<file path="src/rtl/orao_mem_upload.sv">
// Read-side upload engine: serves HPS ioctl byte requests from a 4-byte
// header (base, length) followed by a window of Orao RAM, holding the CPU off the bus.
module orao_mem_upload #(
  parameter logic [15:0] DUMP_BASE    = 16'h0000,
  parameter logic [15:0] DUMP_LEN     = 16'h6000,
  parameter logic [7:0]  UPLOAD_INDEX = 8'h01
) (
  input  logic        clk,
  input  logic        reset,
  input  logic        ioctl_upload,
  input  logic [7:0]  ioctl_index,
  input  logic        ioctl_rd,
  input  logic [24:0] ioctl_addr,
  output logic [7:0]  ioctl_din,
  output logic        ioctl_wait,
  output logic        mem_req,
  input  logic        mem_gnt,
  output logic [15:0] mem_addr,
  input  logic [7:0]  mem_data,
  output logic        busy,
  output logic [2:0]  state_dbg
);

  // Handshake: a one-cycle ioctl_rd pulse starts a request and is accepted only
  // in ARMED; ioctl_wait=1 means the byte is not ready, and ioctl_din is valid
  // whenever ioctl_wait=0 after a request has been accepted.
  typedef enum logic [2:0] {
    IDLE     = 3'd0,
    ARMED    = 3'd1,
    GNT_WAIT = 3'd2,
    FETCH    = 3'd3,
    CAPTURE  = 3'd4
  } state_t;

  localparam logic [24:0] END_ADDR = 25'd4 + {9'd0, DUMP_LEN};

  state_t      state, state_n;
  logic [7:0]  din_n;
  logic        wait_n;
  logic [15:0] addr_n;
  logic        sel;
  logic [7:0]  hdr_byte;
  logic [15:0] ram_addr;

  assign sel       = ioctl_upload && (ioctl_index == UPLOAD_INDEX);
  assign ram_addr  = DUMP_BASE + ioctl_addr[15:0] - 16'd4;
  assign state_dbg = state;

  always_comb begin
    hdr_byte = 8'h00;
    case (ioctl_addr[1:0])
      2'd0: hdr_byte = DUMP_BASE[7:0];
      2'd1: hdr_byte = DUMP_BASE[15:8];
      2'd2: hdr_byte = DUMP_LEN[7:0];
      2'd3: hdr_byte = DUMP_LEN[15:8];
      default: hdr_byte = 8'h00;
    endcase
  end

  always_comb begin
    state_n = state;
    din_n   = ioctl_din;
    wait_n  = ioctl_wait;
    addr_n  = mem_addr;
    if (!sel) begin
      // Abort: drop the request but keep the last delivered byte.
      state_n = IDLE;
      wait_n  = 1'b0;
    end else begin
      case (state)
        IDLE: state_n = ARMED;
        ARMED: begin
          if (ioctl_rd) begin
            if (ioctl_addr < 25'd4) begin
              din_n = hdr_byte;
            end else if (ioctl_addr < END_ADDR) begin
              addr_n  = ram_addr;
              wait_n  = 1'b1;
              state_n = mem_gnt ? FETCH : GNT_WAIT;
            end else begin
              din_n = 8'hFF;
            end
          end
        end
        GNT_WAIT: if (mem_gnt) state_n = FETCH;
        FETCH:    state_n = CAPTURE;
        CAPTURE: begin
          din_n   = mem_data;
          wait_n  = 1'b0;
          state_n = ARMED;
        end
        default: state_n = IDLE;
      endcase
    end
  end

  always_ff @(posedge clk or negedge reset) begin
    if (!reset) begin
      state      <= IDLE;
      ioctl_din  <= 8'h00;
      ioctl_wait <= 1'b0;
      mem_addr   <= 16'h0000;
      mem_req    <= 1'b0;
      busy       <= 1'b0;
    end else begin
      state      <= state_n;
      ioctl_din  <= din_n;
      ioctl_wait <= wait_n;
      mem_addr   <= addr_n;
      mem_req    <= sel;
      busy       <= sel;
    end
  end

endmodule

</file>
<file path="config.mk">
export PLATFORM = sky130hd
export DESIGN_NAME = orao_mem_upload
export DESIGN_NICKNAME = d
export VERILOG_FILES = /design/src/rtl/orao_mem_upload.sv
export SDC_FILE = /design/constraint.sdc
export NUM_CORES = 1
export LEC_CHECK = 0
export ABC_AREA = 1
export CAP_MARGIN = 30
export CORE_AREA = 2 2 74 76
export CTS_CLUSTER_DIAMETER = 80
export DETAILED_ROUTE_END_ITERATION = 8
export DIE_AREA = 0 0 76 78
export PLACE_DENSITY = 0.7
export SETUP_SLACK_MARGIN = 0.4
export SLEW_MARGIN = 25
export SYNTH_ARGS = -nofsm -noshare
export SYNTH_HDL_FRONTEND = slang
export SYNTH_SLANG_ARGS = --single-unit
</file>
<file path="constraint.sdc">
create_clock -name clk -period 1.8 [get_ports clk]
set_clock_uncertainty 0.1 [all_clocks]
set_input_delay 0.45 -clock clk [delete_from_list [all_inputs] [get_ports clk]]
set_output_delay 0.45 -clock clk [all_outputs]
set_load 0.05 [all_outputs]
</file>
==> impl_metrics.py <==
metrics = {
    "detailed_routing": {
        "drtPass1Iterations": 4,
        "finalWirelength_um": 6860,
        "drt_iter0_drc": 79,
        "wl_per_cell_um": 13.9,
        "via_per_inst": 4.73,
        "ant_nets": 0,
        "drcViolationCount": 0,
        "vias": 2341,
    },
    "grt": {
        "grt_pass1_wl_um": 10600,
        "grt_pass1_vias": 2318,
        "grt_use_total": 0.220,
        "grt_max_degree": 30,
        "antenna_found_initial": 0,
        "grt-ovfl-total": 0,
    },
    "worst_setup_path": {
        "r2r-start": "state_dbg[1]",
        "worstSetupPathType": "reg2reg",
        "crit_top_cell": "nor2_4",
        "r2r-end": "mem_addr[10]",
        "cp.required_ns": 1.88,
        "crit_start": "state_dbg[1]",
        "crit_chain": "inv_2 -> nand2_1 -> nor2_4 -> inv_4 -> nor2_4 -> inv_2 -> nor2_4 -> buf_6 -> nand2_2 -> nand2_1 -> inv_1",
        "worstSetupStartpointType": "flop",
        "arrival_ns": 1.74,
        "crit_fanout": 6,
        "slowest_stage": "dfrtp_2",
        "cp-end-kind": "flop",
        "r2r_cells": 11,
        "cpPeakStageDelay_ns": 0.42,
        "r2r_setup_slack_ns": 0.14,
    },
    "sta": {
        "setup_ws_ns": 0.137,
        "fmax_ghz": 0.601,
        "relSlewSlack": 0.741,
        "fin_crit_sh": 0.924,
        "hold_slack_ns": 0.384,
        "finalMaxSlewViolations": 0,
        "tightest_slew_ns": 0.389,
        "hold_viol": 0,
        "rsz0062_at_grt": "true",
        "fin_crit_ns": 1.66,
        "setup_viol": 0,
    },
    "clocking": {
        "cts.path.max_buffers": 2,
        "cts_buffers": 5,
        "holdBufCountCts": 0,
        "root_buffer": "clkbuf_8",
        "cts_tree": "done",
        "clkTransAtPathRegs_ns": 0.07,
        "ctsHtreeMaxLevel": 2,
        "insertion_delay_ns": 0.28,
        "clkSinkCount": 29,
    },
    "floorplanning": {
        "io_pins": 76,
        "initial_core_util": 0.389,
        "fp-row-count": 26,
        "die_h_um": 78,
        "fp.dieArea_um2": 5930,
        "die_w_um": 76,
        "coreArea_um2": 5040,
    },
    "final_layout": {
        "nNetsFinal": 471,
        "fin_area_um2": 3990,
        "layout_commonest_cell": "nand2_1",
        "layout_common_cells": "59 x nand2_1, 55 x buf_4, 42 x inv_1",
        "drive_gt1_frac": 0.579,
        "area_growth_syn_to_layout_pct": 103,
        "n_antenna_cell": 0,
        "finalNonFillerCells": 495,
    },
    "power": {
        "pwr-share-seq": 0.453,
        "switchingPower_uw": 391,
        "irDropWorstVdd_mv": 0.243,
        "power_frac_clock": 0.373,
        "p_comb_frac": 0.175,
        "cellPowerDensity_nw_per_um2": 361,
        "internal_power_mw": 1.05,
        "swShare": 0.271,
        "p_leak_nw": 2.00,
    },
    "synthesis": {
        "avgSynthCellArea_um2": 7.13,
        "ys_warn_count": 0,
        "syn_nets": 322,
        "syn_inst": 275,
        "synth-seq-cells": 29,
        "syn_area_um2": 1960,
        "ys_seq_area_frac": 0.370,
        "yosysUniqueCellTypes": 29,
    },
    "status": {
        "outcome": "complete, no violations",
    },
    "placed_design": {
        "gp_congestion": 0.766,
        "hpwlAfterDp_um": 4050,
        "numPortBuffers": 75,
        "place_area_um2": 3400,
        "dp_cells": 452,
        "pre_cts_ws_ns": -0.466,
    },
    "flow_run": {
        "drv_cap": 0,
    },
    "worst_hold_path": {
        "holdPathEnd": "mem_addr[2]",
        "hold_path.startpoint": "ioctl_addr[2]",
        "min_path_type": "in2reg",
        "min_path_cells": 4,
    },
}
## power groups by stage
| stage | clock network [mW] | registers [mW] | logic (mW) |
|---|---|---|---|
| 6_report | 0.537 | 0.652 | 0.252 |
| 3_5_place_dp | 0 | 0.664 | 0.222 |
| 2_1_floorplan | 0 | 0.665 | 0.0554 |
| 5_1_grt | 0.579 | 0.651 | 0.273 |
| 4_1_cts | 0.543 | 0.652 | 0.225 |
| 3_3_place_gp | 0 | 0.664 | 0.220 |
## cell type report
| type | instances | area [µm²] |
|---|---|---|
| fillers | 308 | 1050 |
| clock inverters | 3 | 17.5 |
| inverters | 54 | 213 |
| multi-input cells | 189 | 1340 |
| well taps | 70 | 87.6 |
| clock buffers | 5 | 68.8 |
| repair buffers | 145 | 1530 |
| flip-flops and latches | 29 | 731 |
## state kept, by name, indices dropped and copies added, names as in the netlist
register and cells:
ioctl_wait 1, ioctl_din 8, mem_addr 16, busy 1
state_dbg 3
## timing repair
action	in CTS	in global routing
gates resized for setup	142	72
setup endpoints to repair	59	59
setup buffers	20	14
endpoints found under the hold margin	0	0
pin swaps	52	54
cloned	1	0
## through the flow
| step | TNS, ns | power, mW | utilization |
|---|---|---|---|
| 4_1_cts | 0 | 1.42 | 0.744 |
| 2_1_floorplan | 0 | 0.720 | - |
| 6_report | 0 | 1.44 | 0.791 |
| 5_1_grt | 0 | 1.50 | 0.791 |
| 3_5_place_dp | -11.63 | 0.886 | 0.675 |
| 3_3_place_gp | -10.61 | 0.884 | 0.675 |
## cells by family (layout without fill, tap and decap cells)
logic type      Yosys count  count (layout)  synth area share
simple gates            173             173             0.449
buf+inv                  57             207             0.118
flops                    29              29             0.370
xor+xnor                  9               9            0.0402
compound gates            6               6            0.0166
fa+ha+maj                 1               1           0.00638
## metal layers
| layer | wire length [µm] | up-vias | track usage |
|---|---|---|---|
| met5 | 0 | - | 0 |
| met4 | 218 | 0 | 0.0836 |
| met3 | 308 | 22 | 0.0360 |
| met2 | 3760 | 80 | 0.409 |
| met1 | 2570 | 1117 | 0.254 |
| li1 | - | 1122 | - |
## worst max-delay path by stage
stage	to	cells after the start
floorplan	mem_addr[9]	11
global placement	ioctl_din[6]	10
detailed placement	mem_addr[11]	12
CTS	mem_addr[12]	11
global route	mem_addr[10]	11
finish	mem_addr[10]	11
## synthesized netlist by cell type, drive strengths merged
| library cell | n | area, µm² |
|---|---|---|
| nand4 | 3 | 18.8 |
| dfrtp | 29 | 726 |
| nand2 | 99 | 437 |
| buf | 3 | 26.3 |
| o21ai | 4 | 20.0 |
| inv | 54 | 205 |
| xnor2 | 2 | 17.5 |
| nor3b | 2 | 20.0 |
| nand3 | 24 | 125 |
| or2 | 4 | 25.0 |
| nor4 | 1 | 6.26 |
| nand3b | 2 | 15.0 |
| a21oi | 1 | 5.00 |
| xor2 | 7 | 61.3 |
| nor3 | 4 | 20.0 |
| ha | 1 | 12.5 |
| nor2 | 34 | 214 |
| a21boi | 1 | 7.51 |
## critical path: cells and delay by family, from the launching register on
kind,cells,cell delay (ns)
AND/OR/NAND/NOR,6,0.62
flip-flops,1,0.42
buffers and inverters,5,0.42
Power figures use the tool's default switching activity.
